$ cat config.mk
export PLATFORM = sky130hd
export DESIGN_NAME = mem_ctrl
export DESIGN_NICKNAME = d
export VERILOG_FILES = /design/src/rtl/mem_ctrl_pkg.sv /design/src/rtl/mem_ctrl.sv
export SDC_FILE = /design/constraint.sdc
export NUM_CORES = 1
export LEC_CHECK = 0
export ABC_AREA = 0
export CAP_MARGIN = 20
export CELL_PAD_IN_SITES_DETAIL_PLACEMENT = 2
export CELL_PAD_IN_SITES_GLOBAL_PLACEMENT = 2
export CORE_MARGIN = 3
export CORE_UTILIZATION = 31
export CTS_CLUSTER_DIAMETER = 150
export DETAILED_ROUTE_END_ITERATION = 8
export GPL_TIMING_DRIVEN = 0
export PLACE_DENSITY = 0.79
export SLEW_MARGIN = 20
export SYNTH_ARGS = -nofsm -noshare
export SYNTH_HDL_FRONTEND = slang
export SYNTH_SLANG_ARGS = --single-unit
$ cat constraint.sdc
create_clock -name clk_i -period 9.1 [get_ports clk_i]
set_input_delay 2.73 -clock clk_i [delete_from_list [all_inputs] [get_ports clk_i]]
set_output_delay 2.73 -clock clk_i [all_outputs]
set_load 0.03 [all_outputs]
$ cat src/rtl/mem_ctrl_pkg.sv
// Shared definitions for the byte-serial memory controller: FSM states,
// requester codes, access-length codes and the default IO region base.
package mem_ctrl_pkg;

    typedef enum logic [1:0] {
        StIdle = 2'b00,
        StRd   = 2'b01,
        StWr   = 2'b10,
        StDone = 2'b11
    } state_e;

    typedef enum logic {
        OwnIf  = 1'b0,
        OwnMem = 1'b1
    } owner_e;

    localparam logic [1:0] LenByte = 2'b00;
    localparam logic [1:0] LenHalf = 2'b01;
    localparam logic [1:0] LenWord = 2'b11;

    localparam logic [31:0] DefIoBase = 32'h0003_0000;

    // Byte count for a length code; the illegal code 2'b10 behaves as a word.
    function automatic logic [2:0] len_to_count(input logic [1:0] len);
        logic [2:0] cnt;
        case (len)
            LenByte: cnt = 3'd1;
            LenHalf: cnt = 3'd2;
            LenWord: cnt = 3'd4;
            default: cnt = 3'd4;
        endcase
        return cnt;
    endfunction

endpackage

$ cat src/rtl/mem_ctrl.sv
// Arbitrates IF and MEM onto the byte-wide RAM port and serialises 1/2/4-byte
// accesses. Optional macro MEMCTRL_IO_FULL_EN adds IO write back-pressure.
module mem_ctrl
    import mem_ctrl_pkg::*;
#(
    parameter int unsigned ADDR_W = 32
`ifdef MEMCTRL_IO_FULL_EN
    ,
    parameter logic [ADDR_W-1:0] IO_BASE = ADDR_W'(DefIoBase)
`endif
) (
    input  logic              clk_i,
    input  logic              rst_i,
`ifdef MEMCTRL_IO_FULL_EN
    input  logic              io_buffer_full_i,
`endif
    input  logic              if_req_i,
    input  logic [ADDR_W-1:0] if_addr_i,
    input  logic              if_flush_i,
    output logic              if_done_o,
    output logic [31:0]       if_rdata_o,
    input  logic              mem_req_i,
    input  logic              mem_we_i,
    input  logic [1:0]        mem_len_i,
    input  logic [ADDR_W-1:0] mem_addr_i,
    input  logic [31:0]       mem_wdata_i,
    output logic              mem_done_o,
    output logic [31:0]       mem_rdata_o,
    input  logic [7:0]        ram_din_i,
    output logic [7:0]        ram_dout_o,
    output logic [ADDR_W-1:0] ram_a_o,
    output logic              ram_wr_o
);

    state_e              state_q,     state_d;
    owner_e              owner_q,     owner_d;
    logic [ADDR_W-1:0]   base_q,      base_d;
    logic [2:0]          n_q,         n_d;
    logic [2:0]          i_q,         i_d;
    logic [2:0]          r_q,         r_d;
    logic [31:0]         wdata_q,     wdata_d;
    logic [ADDR_W-1:0]   ram_a_q,     ram_a_d;
    logic                ram_wr_q,    ram_wr_d;
    logic [7:0]          ram_dout_q,  ram_dout_d;
    logic                if_done_q,   if_done_d;
    logic                mem_done_q,  mem_done_d;
    logic [31:0]         if_rdata_q,  if_rdata_d;
    logic [31:0]         mem_rdata_q, mem_rdata_d;

    logic [2:0]          i_nxt_s;
    logic                wr_stall_s;

    assign i_nxt_s = i_q + 3'd1;

`ifdef MEMCTRL_IO_FULL_EN
    // Hold the pending write byte while the IO sink cannot accept it.
    assign wr_stall_s = (state_q == StWr) && io_buffer_full_i && (ram_a_q >= IO_BASE);
`else
    assign wr_stall_s = 1'b0;
`endif

    assign ram_a_o     = ram_a_q;
    assign ram_wr_o    = ram_wr_q & ~wr_stall_s;
    assign ram_dout_o  = ram_dout_q;
    assign if_done_o   = if_done_q;
    assign if_rdata_o  = if_rdata_q;
    assign mem_done_o  = mem_done_q;
    assign mem_rdata_o = mem_rdata_q;

    // Next-state and next-output logic; RAM port values are prepared one cycle ahead.
    always_comb begin
        state_d     = state_q;
        owner_d     = owner_q;
        base_d      = base_q;
        n_d         = n_q;
        i_d         = i_q;
        r_d         = r_q;
        wdata_d     = wdata_q;
        ram_a_d     = '0;
        ram_wr_d    = 1'b0;
        ram_dout_d  = 8'h00;
        if_done_d   = 1'b0;
        mem_done_d  = 1'b0;
        if_rdata_d  = if_rdata_q;
        mem_rdata_d = mem_rdata_q;

        case (state_q)
            StIdle: begin
                i_d = 3'd0;
                r_d = 3'd0;
                if (mem_req_i) begin
                    owner_d = OwnMem;
                    base_d  = mem_addr_i;
                    n_d     = len_to_count(mem_len_i);
                    wdata_d = mem_wdata_i;
                    ram_a_d = mem_addr_i;
                    if (mem_we_i) begin
                        state_d    = StWr;
                        ram_wr_d   = 1'b1;
                        ram_dout_d = mem_wdata_i[7:0];
                    end else begin
                        state_d     = StRd;
                        mem_rdata_d = 32'h0000_0000;
                    end
                end else if (if_req_i && !if_flush_i) begin
                    owner_d = OwnIf;
                    base_d  = if_addr_i;
                    n_d     = 3'd4;
                    ram_a_d = if_addr_i;
                    state_d = StRd;
                end else begin
                    state_d = StIdle;
                end
            end

            StRd: begin
                if ((owner_q == OwnIf) && if_flush_i) begin
                    state_d = StIdle;
                    i_d     = 3'd0;
                    r_d     = 3'd0;
                end else begin
                    if (i_q < n_q) begin
                        i_d = i_nxt_s;
                        if (i_nxt_s < n_q) begin
                            ram_a_d = base_q + ADDR_W'(i_nxt_s);
                        end else begin
                            ram_a_d = '0;
                        end
                    end else begin
                        i_d = i_q;
                    end

                    // ram_din answers the address issued in the previous cycle.
                    if (r_q < i_q) begin
                        r_d = r_q + 3'd1;
                        if (owner_q == OwnIf) begin
                            if_rdata_d[{r_q[1:0], 3'b000} +: 8] = ram_din_i;
                        end else begin
                            mem_rdata_d[{r_q[1:0], 3'b000} +: 8] = ram_din_i;
                        end
                        if (r_q == (n_q - 3'd1)) begin
                            state_d    = StDone;
                            if_done_d  = (owner_q == OwnIf);
                            mem_done_d = (owner_q == OwnMem);
                        end else begin
                            state_d = StRd;
                        end
                    end else begin
                        r_d = r_q;
                    end
                end
            end

            StWr: begin
                if (wr_stall_s) begin
                    ram_a_d    = ram_a_q;
                    ram_wr_d   = 1'b1;
                    ram_dout_d = ram_dout_q;
                end else if (i_nxt_s < n_q) begin
                    i_d        = i_nxt_s;
                    ram_a_d    = base_q + ADDR_W'(i_nxt_s);
                    ram_wr_d   = 1'b1;
                    ram_dout_d = wdata_q[{i_nxt_s[1:0], 3'b000} +: 8];
                end else begin
                    state_d    = StDone;
                    i_d        = 3'd0;
                    mem_done_d = 1'b1;
                end
            end

            StDone: begin
                state_d = StIdle;
            end

            default: begin
                state_d = StIdle;
            end
        endcase
    end

    // State and output registers with asynchronous reset.
    always_ff @(posedge clk_i or posedge rst_i) begin
        if (rst_i) begin
            state_q     <= StIdle;
            owner_q     <= OwnIf;
            base_q      <= '0;
            n_q         <= 3'd0;
            i_q         <= 3'd0;
            r_q         <= 3'd0;
            wdata_q     <= 32'h0000_0000;
            ram_a_q     <= '0;
            ram_wr_q    <= 1'b0;
            ram_dout_q  <= 8'h00;
            if_done_q   <= 1'b0;
            mem_done_q  <= 1'b0;
            if_rdata_q  <= 32'h0000_0000;
            mem_rdata_q <= 32'h0000_0000;
        end else begin
            state_q     <= state_d;
            owner_q     <= owner_d;
            base_q      <= base_d;
            n_q         <= n_d;
            i_q         <= i_d;
            r_q         <= r_d;
            wdata_q     <= wdata_d;
            ram_a_q     <= ram_a_d;
            ram_wr_q    <= ram_wr_d;
            ram_dout_q  <= ram_dout_d;
            if_done_q   <= if_done_d;
            mem_done_q  <= mem_done_d;
            if_rdata_q  <= if_rdata_d;
            mem_rdata_q <= mem_rdata_d;
        end
    end

endmodule

Word-level counts from Yosys, hierarchy flattened
Cells that the tools add are included.
{"block": "totals", "register_bits": 183, "in_bits": 112, "out_inout_bits": 107}
{"block": "classes", "addsub": 5, "order_cmp": 3, "n_eq_ne": 13, "n_shift": 3, "mux": 53, "n_bitwise": 2, "reduce_logical": 15}
{"op": "$mux 32", "n": 12}
{"op": "$pmux 32 s3", "n": 1}
{"op": "$bwmux 32", "n": 2}
{"op": "$pmux 32 s2", "n": 1}
{"op": "$add 32x3->32", "n": 1}
{"op": "$shift 8x7->32 const A", "n": 1}
{"op": "$shiftx 32x6->8", "n": 1}
{"op": "$shiftx 8x7->32", "n": 1}
{"op": "$mux 8", "n": 3}
{"op": "$mux 3", "n": 7}
{"op": "$pmux 8 s2", "n": 1}
{"op": "$mux 1", "n": 14}
{"op": "$mux 2", "n": 6}
{"op": "$ne 2x2->1 const B", "n": 6}
{"op": "$pmux 3 s2", "n": 2}
{"op": "$reduce_and 2->1", "n": 5}
{"op": "$lt 3x3->1", "n": 3}
{"op": "$pmux 3 s3", "n": 1}
{"op": "$pmux 2 s4", "n": 1}
{"op": "$neg 5->7", "n": 1}
{"op": "$add 3x1->3 const B", "n": 2}
{"op": "$ne 3x3->1 const B", "n": 2}
{"op": "$reduce_and 6->1", "n": 1}
{"op": "$eq 2x1->1 const B", "n": 2}
{"op": "other kinds (11)", "n": 17}

Logic depth before layout (Yosys ltp)
Gate-level depths: netlist of the first run.
{"block": "logic_depth", "ltp_word": 7, "mapped_depth": 9, "mapped_depth_nobuf": 8}

Worst setup path before layout of the first run
No wires, ideal clock.
{"block": "synth_path", "path_type": "input to register", "from": "in mem_we_i", "to": "reg mem_rdata_q[0] (netlist: mem_rdata_o[0])", "setup_time_ps": 79, "arrival_time_ps": 4080, "required_time_ps": 9021, "slack_ps": 4940, "cell_stages": 6, "n_path_buf": 1, "path_cell_list": "nand2b_1 -> mux2_2 -> a2111oi_4 -> a21o_1 -> buf_2 -> mux2i_1"}
{"block": "synth_via", "elab_chain_len": 2}
{"item": "start, declared", "line": "mem_ctrl.sv:23", "text": "input logic mem_we_i,"}
{"item": "$ne 2x2->1 (no line)"}
{"item": "$reduce_and 6->1 (no line)"}
{"item": "end signal, assigned", "line": "mem_ctrl.sv:212", "text": "mem_rdata_q <= mem_rdata_d;"}
{"item": "end, declared", "line": "mem_ctrl.sv:48", "text": "logic [31:0] mem_rdata_q, mem_rdata_d;"}
Every way passes these cells.
A chain may end at the register's enable or synchronous reset.

Worst setup path in the final report of the first run
{"block": "layout_path", "from": "in if_flush_i", "to": "reg base_q[1]"}
{"block": "layout_via", "elab_chain_len": 4}
{"item": "start, declared", "line": "mem_ctrl.sv:19", "text": "input logic if_flush_i,"}
{"item": "$logic_not 1->1", "line": "mem_ctrl.sv:105", "text": "end else if (if_req_i && !if_flush_i) begin"}
{"item": "$logic_and 1x1->1", "line": "mem_ctrl.sv:105"}
{"item": "$reduce_bool 2->1 (no line)"}
{"item": "$reduce_and 2->1 (no line)"}
{"item": "end signal, assigned", "line": "mem_ctrl.sv:201", "text": "base_q <= base_d;"}
{"item": "end, declared", "line": "mem_ctrl.sv:37", "text": "logic [ADDR_W-1:0] base_q, base_d;"}
Every way passes these cells.

==> results.txt, run 1 <==
Area of placed instances - 11300 um^2
Overall overflow remaining after global route - 0
Area of the die - 30200 um^2
Internal reg-to-reg setup slack - 5.73 ns
Slew headroom - 40.4%
Latest clock arrival within the worst-skew pair - 0.44 ns
Met3 capacity usage during global routing - 3.99%
Combinational share of power - 41.6%
Final-report max-slew violation count - 0
Share of the core filled with cells in the final layout - 43.7%
HPWL after DPL - 22.2 mm
Largest delay share family, worst path - buffers and inverters
Maximum buffer depth of the clock tree - 2
Hold violation total from the final report - 0
Clock slew seen by the registers of the worst setup and hold paths - 0.08 ns
Root buf cell - sky130_fd_sc_hd__clkbuf_16
Static Leakage - 5.06 nW
Syn_nets - 953
Wire length of the first global-routing pass - 47.1 mm
Fraction of final layout cells with drive strength greater than 1 - 9.02%
Data arrival at the endpoint of the critical path - 5.36 ns
Number of placed instances with taps included - 1404
Pint - 0.00201 W
Portion of synthesized cell area occupied by the leading cell type - 52.4%
Total clock buffers created by CTS - 17
Number of warnings printed during yosys synthesis - 0
Measured slew at the worst slew-check pin - 0.888 ns
H-tree depth - 4
Final Wtd Congestion - 0.810
Initial detailed-routing violation count - 321
Number of cells on the worst reg-to-reg path - 9
Residual antenna-violating net count after detailed routing - 0
Run status - finished clean
Port-buffer cells - 210
Number of vias after detailed routing - 7304
Synthesized area per cell - 10.6 um^2
Sequential area share after synthesis - 52.4%
End of the worst register-to-register path - ram_a_o[15]$_DFF_PP0_
CP Launch Type - input pin
Number of placed I/O pins - 219
Design area - 11900 um^2
Number of gates resized after CTS - 0
Buffers inserted during post-CTS setup optimization - 0
Residual DRC - 0
Width of the die - 174 um
Standard-cell row count - 60
Top Usage Layer GRT - met2
Antenna Cells - 0
Footprint of the multi-input gates - 3870 um^2
Via count normalized by instance count - 5.09
Crit path capture type - flip-flop
Crit path cell chain - clkdlybuf4s50_1 -> nor2b_1 -> clkbuf_1 -> o21ai_0 -> clkbuf_1 -> clkbuf_1 -> nand2_1 -> nand2_1
Crit Path Category - input pin to flip-flop
Cell at the slowest stage of the critical path - sky130_fd_sc_hd__clkdlybuf4s50_1
Die height - 174 um
Layout Cells excl Fill - 1436
Final net count - 1183
Number of register bits inferred by synthesis - 183
Post-Route Setup TNS - 0 ns
Number of failing setup endpoints in the final timing report - 0
Number of antenna violations at the first check in global routing - 0
Count of flip-flops with a built-in enable after synthesis - 0
FF/Latch Area - 4580 um^2
Synth Flop Type - sky130_fd_sc_hd__dfrtp_1
Total Wirelength - 29.8 mm
Worst reg2reg startpoint - i_q[0]$_DFFE_PP0P_
Clk pwr share - 22.1%
DRT Pass-1 Iters - 4
Worst Hold Endpoint - if_rdata_o[9]$_DFFE_PP0P_
Largest net degree at the start of global routing - 95
CTS sink cnt - 183
Worst endpoint required time - 9.47 ns
All-Layer GR Usage - 19.5%
Post-Route Skew - 0.0159 ns
Routed wire length per instance - 20.7 um
Overall power of the completed layout - 0.00341 W
Synthesized instance count - 821
Largest voltage drop on the vdd net - 0.138 mV
Worst path bufs/invs - 4
Unique masters post-synth - 57
Min-Delay Startpoint - if_rdata_o[9]$_DFFE_PP0P_
GR Util met2 - 32.7%
Clock tree from TritonCTS - done
Post-synth top area cell - sky130_fd_sc_hd__dfrtp_1
FILL cells - 2897
Power per cell area - 286 nW/um^2
Initial Util - 32.0%
Maximum Capacitance Violations - 0
Growth of design area from synthesis to finish - 36.7%
Min-Delay Path Class - flip-flop to flip-flop
CP Max Fanout - 10
Switching part of the total - 41.0%
GR Layer Usage met1 - 25.6%
Largest stage delay, worst path - 0.57 ns
Hold-critical path depth - 2
Most frequent cell on the critical path - sky130_fd_sc_hd__clkbuf_1
Leading post-synthesis cells by cell area - sky130_fd_sc_hd__dfrtp_1 (52%), sky130_fd_sc_hd__nand2_1 (6.2%), sky130_fd_sc_hd__mux2_2 (4.6%), sky130_fd_sc_hd__mux2i_1 (3.9%), sky130_fd_sc_hd__o21ai_0 (3.6%)
Period minus WS final - 4.99 ns
Setup repair after global routing missed its margin - false
Placeable Area - 27300 um^2
Reg power frac - 36.3%
Hold buffers post-CTS - 0
Psw - 0.00140 W
Max Freq - 0.200 GHz
Share of the cycle needed by the critical path after routing - 54.9%
Most common cell in the synthesized netlist - sky130_fd_sc_hd__dfrtp_1
Post-synth ARST share - 100%
Leading post-synthesis cells by instance count - sky130_fd_sc_hd__dfrtp_1 (183), sky130_fd_sc_hd__nand2_1 (144), sky130_fd_sc_hd__o21ai_0 (63)
Post-synthesis cell area - 8740 um^2
Vias in the first global route - 8201
## sequential cells by signal, indices dropped and copies added (netlist names)
register / cells
n_q: 3
i_q: 3
ram_a_o: 32
if_done_o: 1
base_q: 32
if_rdata_o: 32
ram_wr_o: 1
mem_done_o: 1
mem_rdata_o: 32
wdata_q: 32
ram_dout_o: 8
owner_q: 1
state_q: 2
r_q: 3
## layout by cell type, fill, tap and decap left out, types with 6 or more instances in the layout
| master | instances |
|---|---|
| sky130_fd_sc_hd__buf_1 | 12 |
| sky130_fd_sc_hd__nand3_1 | 17 |
| sky130_fd_sc_hd__mux2_2 | 36 |
| sky130_fd_sc_hd__xor2_1 | 10 |
| sky130_fd_sc_hd__a32o_1 | 8 |
| sky130_fd_sc_hd__buf_2 | 6 |
| sky130_fd_sc_hd__o21ai_0 | 63 |
| sky130_fd_sc_hd__nor3_1 | 10 |
| sky130_fd_sc_hd__a31oi_1 | 13 |
| sky130_fd_sc_hd__nor4_1 | 10 |
| sky130_fd_sc_hd__inv_1 | 26 |
| sky130_fd_sc_hd__ha_1 | 19 |
| sky130_fd_sc_hd__a21oi_1 | 18 |
| sky130_fd_sc_hd__a21o_1 | 18 |
| sky130_fd_sc_hd__nand4_1 | 6 |
| sky130_fd_sc_hd__and3_1 | 7 |
| sky130_fd_sc_hd__o22ai_1 | 16 |
| sky130_fd_sc_hd__mux2i_1 | 34 |
| sky130_fd_sc_hd__clkbuf_16 | 17 |
| sky130_fd_sc_hd__mux4_2 | 8 |
| sky130_fd_sc_hd__a22o_1 | 24 |
| sky130_fd_sc_hd__dfrtp_1 | 183 |
| sky130_fd_sc_hd__nand2_1 | 144 |
| sky130_fd_sc_hd__clkbuf_1 | 32 |
| sky130_fd_sc_hd__clkdlybuf4s50_1 | 210 |
| sky130_fd_sc_hd__xnor2_1 | 18 |
| sky130_fd_sc_hd__nor2_1 | 25 |
## worst reg2reg max path: cells and delay by family, from the launching register on
kind	cells	cell delay [ns]
AOI/OAI and AO/OA	3	1.06
DFF	1	0.47
adders and majority gates	2	0.58
and+or+nand+nor	2	0.58
xor gates and xnor gates	1	0.24
buffers and inverters	1	0.35
## power groups by stage
stage / combinational, W / sequential (W) / clock (W)
finish: 0.00142 / 0.00124 / 0.000753
global route: 0.00155 / 0.00127 / 0.000805
CTS: 0.00144 / 0.00124 / 0.000767
detailed placement: 0.00142 / 0.00125 / 0
global placement: 0.00139 / 0.00124 / 0
floorplan: 0.000752 / 0.00137 / 0
## cell type report
| class | instances | share of cell area [%] |
|---|---|---|
| clock inverter | 15 | 1.34 |
| multi-input combinational | 561 | 32.5 |
| timing repair buffer | 211 | 17.8 |
| clock buffer | 17 | 3.56 |
| sequential | 183 | 38.4 |
| tap | 372 | 3.90 |
| buffer | 50 | 1.63 |
| inverter | 27 | 0.912 |
## worst max path at each step
stage	start	end	slack, ns	cells past startpoint
3_3_place_gp	rst_i	ram_a_o[21]$_DFF_PP0_	-1.46	2
3_5_place_dp	if_flush_i	base_q[1]$_DFFE_PP0P_	3.56	8
4_1_cts	if_flush_i	base_q[1]$_DFFE_PP0P_	4.02	8
6_report	if_flush_i	base_q[1]$_DFFE_PP0P_	4.11	8
2_1_floorplan	rst_i	base_q[0]$_DFFE_PP0P_	1.40	1
5_1_grt	if_flush_i	base_q[1]$_DFFE_PP0P_	3.84	8
## cells by family after synthesis
kind of cell    after synthesis  share of synthesized area [%]
xor+xnor                     29                           3.08
buf+inv                      77                           3.39
mux                          78                           10.6
flops                       183                           52.4
compound gates              185                           14.4
fa+ha+maj                    20                           2.95
simple gates                249                           13.2
## metrics by stage
stage	hold WS, ns	setup WS [ns]
finish	0.484	4.11
detailed placement	0.480	3.56
floorplan	0.452	1.40
CTS	0.496	4.02
global route	0.514	3.84
global placement	0.466	-1.46
## layer usage
layer	share of wire [%]	routed length, um
met5	0	0
met4	1.7	505
met3	5.1	1530
met2	48	14300
met1	45	13400
Note: power is estimated with default switching activity, not from simulation.
==> run 2: changes to the inputs <==
- clock period: 9.1 -> 5.19 ns (I/O delays scaled with it)
==> run 2 against run 1 <==
  * Largest cell class unchanged
  * Cell area grew 0.83%
  * Largest power group unchanged
  * Critical path depth unchanged
  * Via count is 0.62% higher
  * Critical path type unchanged
==> results.txt, run 2 (synthesis results as in run 1) <==
Run status - finished clean
Crit Path Category - input pin to flip-flop
Measured slew at the worst slew-check pin - 1.04 ns (+0.151 ns)
Slew headroom - 30.6% (-9.8 points)
Final net count - 1189 (+0.51%)
Buffers inserted during post-CTS setup optimization - 0 (unchanged)
Final-report max-slew violation count - 0 (unchanged)
Via count normalized by instance count - 5.10 (+0.20%)
Worst slack at placement - 0.868 ns (-2.69 ns)
Setup repair after global routing missed its margin - false
H-tree depth - 4 (unchanged)
Max Freq - 0.259 GHz
Share of the cycle needed by the critical path after routing - 74.4%
Latest clock arrival within the worst-skew pair - 0.44 ns (about the same)
Hold buffers post-CTS - 0 (unchanged)
Min-Delay Startpoint - if_rdata_o[6]$_DFFE_PP0P_
Residual DRC - 0 (unchanged)
Initial Util - 32.0% (unchanged)
Internal reg-to-reg setup slack - 1.83 ns (-3.90 ns)
Antenna Cells - 0 (unchanged)
Worst Hold Endpoint - if_rdata_o[6]$_DFFE_PP0P_
Initial detailed-routing violation count - 328 (+2.2%)
Footprint of the multi-input gates - 3860 um^2 (-0.39%)
Hold violation total from the final report - 0 (unchanged)
Number of gates resized after CTS - 0 (unchanged)
Commonest cells after routing, fill and taps aside - sky130_fd_sc_hd__clkdlybuf4s50_1 (210), sky130_fd_sc_hd__dfrtp_1 (183), sky130_fd_sc_hd__nand2_1 (144)
Power per cell area - 502 nW/um^2 (+76%)
Largest net degree at the start of global routing - 33 (-65%)
Number of cells on the worst reg-to-reg path - 9 (unchanged)
Area of placed instances - 11400 um^2 (+0.89%)
DRT Pass-1 Iters - 5 (+1)
Number of placed I/O pins - 219 (unchanged)
Standard-cell row count - 60 (unchanged)
Largest voltage drop on the vdd net - 0.214 mV (+55%)
Overall power of the completed layout - 0.00605 W (+77%)
FF/Latch Area - 4580 um^2 (unchanged)
Post-Route Skew - 0.0176 ns (+0.00170 ns)
Worst reg2reg startpoint - i_q[0]$_DFFE_PP0P_
Total Wirelength - 31.1 mm (+4.5%)
Number of antenna violations at the first check in global routing - 0 (unchanged)
All-Layer GR Usage - 20.7% (+1.2 points)
Design area - 12000 um^2 (+0.83%)
Growth of design area from synthesis to finish - 37.8%
Static Leakage - 5.11 nW (+1.1%)
Width of the die - 174 um (unchanged)
HPWL after DPL - 23.5 mm (+5.7%)
Data arrival at the endpoint of the critical path - 4.22 ns (-1.14 ns)
Number of failing setup endpoints in the final timing report - 0 (unchanged)
FILL cells - 2868 (-1.0%)
Fraction of final layout cells with drive strength greater than 1 - 9.25% (+0.23 points)
Die height - 174 um (unchanged)
Wire length of the first global-routing pass - 49.3 mm (+4.7%)
End of the worst register-to-register path - ram_a_o[23]$_DFF_PP0_
CP Max Fanout - 10 (unchanged)
Placeable Area - 27300 um^2 (unchanged)
Commonest non-fill, non-tap cell in the layout - sky130_fd_sc_hd__clkdlybuf4s50_1
CP Launch Type - input pin
Crit path capture type - flip-flop
Number of placed instances with taps included - 1410 (+0.43%)
CTS sink cnt - 183 (unchanged)
Root buf cell - sky130_fd_sc_hd__clkbuf_16
Area of the die - 30200 um^2 (unchanged)
Post-Route Setup TNS - 0 ns (unchanged)
Worst endpoint required time - 5.55 ns (-3.92 ns)
Final Wtd Congestion - 0.804 (-0.69%)
Routed wire length per instance - 21.6 um (+4.0%)
Residual antenna-violating net count after detailed routing - 0 (unchanged)
Final worst-path setup slack - 1.33 ns (-2.78 ns)
Maximum buffer depth of the clock tree - 2 (unchanged)
Clock slew seen by the registers of the worst setup and hold paths - 0.08 ns (about the same)
Number of vias after detailed routing - 7349 (+0.62%)
Port-buffer cells - 210 (unchanged)
Vias in the first global route - 8394 (+2.4%)
Layout Cells excl Fill - 1442 (+0.42%)
Maximum Capacitance Violations - 0 (unchanged)
Hold-critical path depth - 2 (unchanged)
Period minus WS final - 3.86 ns
Min-Delay Path Class - flip-flop to flip-flop
Clock tree from TritonCTS - done
Total clock buffers created by CTS - 17 (unchanged)
Overall overflow remaining after global route - 0 (unchanged)
## run 2: cell types whose count changed in the layout (fill, tap and decap cells not counted), sizes merged
cell,previous run,this run
buf,19,25
clkinv,6,2
clkinvlp,0,1
clkbuf,49,51
bufinv,0,1
## run 2: metrics by stage
stage | hold slack [ns] | util [%]
floorplan | 0.452 | -
global placement | 0.467 | 41.4
finish | 0.493 | 44.1
global route | 0.525 | 44.1
CTS | 0.499 | 44.1
detailed placement | 0.482 | 41.9
## run 2: final cells by class
class	count	share of cell area (%)
clock inverters	13	1.21
flip-flops and latches	183	38.0
well taps	372	3.87
inverters	27	0.873
plain buffers	50	1.62
repair buffers	217	18.6
multi-input cells	561	32.1
clock buffers	19	3.76
## run 2: worst max path at each step
stage,end,start,cells after the start,slack [ns]
floorplan,base_q[0]$_DFFE_PP0P_,rst_i,1,1.28
global placement,ram_a_o[21]$_DFF_PP0_,rst_i,2,-0.39
detailed placement,base_q[21]$_DFFE_PP0P_,if_flush_i,8,0.87
CTS,base_q[31]$_DFFE_PP0P_,if_flush_i,8,1.32
global route,base_q[2]$_DFFE_PP0P_,if_flush_i,8,1.12
finish,base_q[31]$_DFFE_PP0P_,if_flush_i,8,1.33
## run 2: critical path, cell delays in order
cell and delay (ns):
sky130_fd_sc_hd__clkdlybuf4s50_1 0.56, sky130_fd_sc_hd__nor2b_1 0.09, sky130_fd_sc_hd__clkbuf_1 0.29, sky130_fd_sc_hd__o21ai_0 0.48, sky130_fd_sc_hd__clkbuf_1 0.51, sky130_fd_sc_hd__clkbuf_1 0.49, sky130_fd_sc_hd__nand2_1 0.14, sky130_fd_sc_hd__nand2_1 0.09
## run 2: where the power goes
group / switching, W / internal [W] / leakage (nW) / total (W)
clock: 0.000637 / 0.000713 / 0.298 / 0.00135
combinational: 0.00149 / 0.00103 / 2.43 / 0.00252
sequential: 0.000320 / 0.00185 / 2.38 / 0.00217
## run 2: layer usage
metal  part of all wire, %  global-route usage, %  vias up
met1                    44                   26.4     3749
met4                   1.3                   5.03        0
met5                     0                      0        -
met2                    50                   36.1      174
li1                      -                      -     3399
met3                   4.5                   4.20       27
==> run 3: changes to the inputs <==
- CORE_UTILIZATION: 31 -> 28
- PLACE_DENSITY: 0.79 -> 0.76
- clock period: 5.19 -> 3.2 ns (I/O delays scaled with it)
==> run 3 against run 2 <==
  * First-iteration DRC count up 3.7%
  * Highest routed layer is now met5
  * Critical path depth unchanged
  * Critical endpoint is now ram_a_o[31]$_DFF_PP0_
  * Wire length down 1.1%
==> results.txt, run 3 (synthesis results as in run 1) <==
Run status - finished clean
Standard-cell row count - 64 (+6.7%)
Setup repair after global routing missed its margin - false
Number of cells on the worst reg-to-reg path - 8 (-1)
Port-buffer cells - 210 (unchanged)
Maximum buffer depth of the clock tree - 2 (unchanged)
Initial detailed-routing violation count - 340 (+3.7%)
Largest net degree at the start of global routing - 33 (unchanged)
HPWL after DPL - 23.1 mm (-1.8%)
DRT Pass-1 Iters - 4 (-1)
Via count normalized by instance count - 5.05 (-0.98%)
Initial Util - 28.5% (-3.5 points)
Hold buffers post-CTS - 0 (unchanged)
Final Wtd Congestion - 0.797 (-0.87%)
Number of vias after detailed routing - 7393 (+0.60%)
Commonest cells after routing, fill and taps aside - sky130_fd_sc_hd__clkdlybuf4s50_1 (210), sky130_fd_sc_hd__dfrtp_1 (183), sky130_fd_sc_hd__nand2_1 (143)
Vias in the first global route - 8183 (-2.5%)
Hold violation total from the final report - 0 (unchanged)
Largest voltage drop on the vdd net - 0.391 mV (+83%)
Placeable Area - 30700 um^2 (+12%)
Post-Route Skew - 0.0182 ns (+0.000619 ns)
Area of the die - 33400 um^2 (+10%)
Total Wirelength - 30.7 mm (-1.1%)
FILL cells - 3222 (+12%)
Hold-critical path depth - 2 (unchanged)
Share of the cycle needed by the critical path after routing - 96.3%
Antenna Cells - 0 (unchanged)
Clock slew seen by the registers of the worst setup and hold paths - 0.08 ns (about the same)
Crit Path Category - flip-flop to flip-flop
Crit path capture type - flip-flop
Growth of design area from synthesis to finish - 38.7%
FF/Latch Area - 4580 um^2 (unchanged)
Data arrival at the endpoint of the critical path - 3.41 ns (-0.81 ns)
Wire length of the first global-routing pass - 48.5 mm (-1.6%)
Static Leakage - 5.13 nW (+0.34%)
Final-report max-slew violation count - 0 (unchanged)
Footprint of the multi-input gates - 3910 um^2 (+1.2%)
Residual DRC - 0 (unchanged)
Slew headroom - 41.1% (+10 points)
Period minus WS final - 3.08 ns
Total clock buffers created by CTS - 17 (unchanged)
Overall overflow remaining after global route - 0 (unchanged)
Number of placed I/O pins - 219 (unchanged)
CP Launch Type - flip-flop
Root buf cell - sky130_fd_sc_hd__clkbuf_16
Overall power of the completed layout - 0.00991 W (+64%)
Max Freq - 0.324 GHz
Maximum Capacitance Violations - 0 (unchanged)
Min-Delay Path Class - flip-flop to flip-flop
Buffers inserted during post-CTS setup optimization - 0 (unchanged)
Die height - 183 um (+5.0%)
Worst slack on hold paths - 0.483 ns (-0.00950 ns)
All-Layer GR Usage - 18.6% (-2.1 points)
H-tree depth - 4 (unchanged)
Final net count - 1188 (-0.084%)
Number of gates resized after CTS - 6 (+6)
Measured slew at the worst slew-check pin - 0.878 ns (-0.161 ns)
Power per cell area - 818 nW/um^2 (+63%)
Worst endpoint required time - 3.53 ns (-2.02 ns)
Share of the core filled with cells in the final layout - 39.5% (-4.5 points)
Width of the die - 183 um (+5.0%)
CP Max Fanout - 6 (-4)
Area of placed instances - 11500 um^2 (+0.20%)
CTS sink cnt - 183 (unchanged)
Routed wire length per instance - 21.0 um (-2.7%)
Number of antenna violations at the first check in global routing - 1 (+1)
Fraction of final layout cells with drive strength greater than 1 - 10.6% (+1.3 points)
Number of failing setup endpoints in the final timing report - 0 (unchanged)
Residual antenna-violating net count after detailed routing - 0 (unchanged)
Latest clock arrival within the worst-skew pair - 0.45 ns (about the same)
Clock tree from TritonCTS - done
Design area - 12100 um^2 (+0.64%)
Commonest non-fill, non-tap cell in the layout - sky130_fd_sc_hd__clkdlybuf4s50_1
## run 3: through the flow
stage / setup TNS, ns / instances / setup slack (ns)
3_3_place_gp: -344.23 / 1427 / -1.82
2_1_floorplan: -20.23 / 821 / -0.111
5_1_grt: 0 / 1465 / 0.0184
3_5_place_dp: -18.31 / 1433 / -0.486
6_report: 0 / 1465 / 0.118
4_1_cts: 0 / 1465 / 0.0101
## run 3: path summary, 6_finish.rpt
path,end,slack [ns],startpoint
worst max-delay path,ram_a_o[31]$_DFF_PP0_,0.12,i_q[0]$_DFFE_PP0P_
worst min-delay path,if_rdata_o[28]$_DFFE_PP0P_,0.48,if_rdata_o[28]$_DFFE_PP0P_
worst max register to register,ram_a_o[31]$_DFF_PP0_,0.12,i_q[0]$_DFFE_PP0P_
worst min register to register,if_rdata_o[28]$_DFFE_PP0P_,0.48,if_rdata_o[28]$_DFFE_PP0P_
max in group asynchronous,ram_a_o[17]$_DFF_PP0_,1.18,rst_i
min in group asynchronous,if_rdata_o[6]$_DFFE_PP0P_,0.97,rst_i
## run 3: where the power goes
part	switching (W)	internal [W]	total, W
sequential	0.000534	0.00301	0.00354
combinational	0.00243	0.00170	0.00413
clock	0.00111	0.00113	0.00224
## run 3: cell type report
| cell class | instances | area share, % |
|---|---|---|
| Sequential cell | 183 | 37.8 |
| Multi-Input combinational cell | 561 | 32.3 |
| Timing Repair Buffer | 216 | 18.3 |
| Tap cell | 396 | 4.09 |
| Clock buffer | 17 | 3.51 |
| Buffer | 50 | 1.68 |
| Clock inverter | 15 | 1.46 |
| Inverter | 27 | 0.867 |
## run 3: metal layers
metal / part of all wire [%] / track usage, %
met2: 48 / 30.8
met3: 5.7 / 4.35
met1: 45 / 24.7
met5: 0.036 / 0
met4: 1.2 / 4.17
## run 3: worst max-delay path, stage by stage (launching register included)
cell                       delay, ns
sky130_fd_sc_hd__dfrtp_1        0.47
sky130_fd_sc_hd__ha_1           0.28
sky130_fd_sc_hd__xor2_1         0.19
sky130_fd_sc_hd__ha_1           0.41
sky130_fd_sc_hd__nand3_2        0.20
sky130_fd_sc_hd__a21o_1         0.23
sky130_fd_sc_hd__or3_4          0.41
sky130_fd_sc_hd__o41a_1         0.44
sky130_fd_sc_hd__a221oi_2       0.34
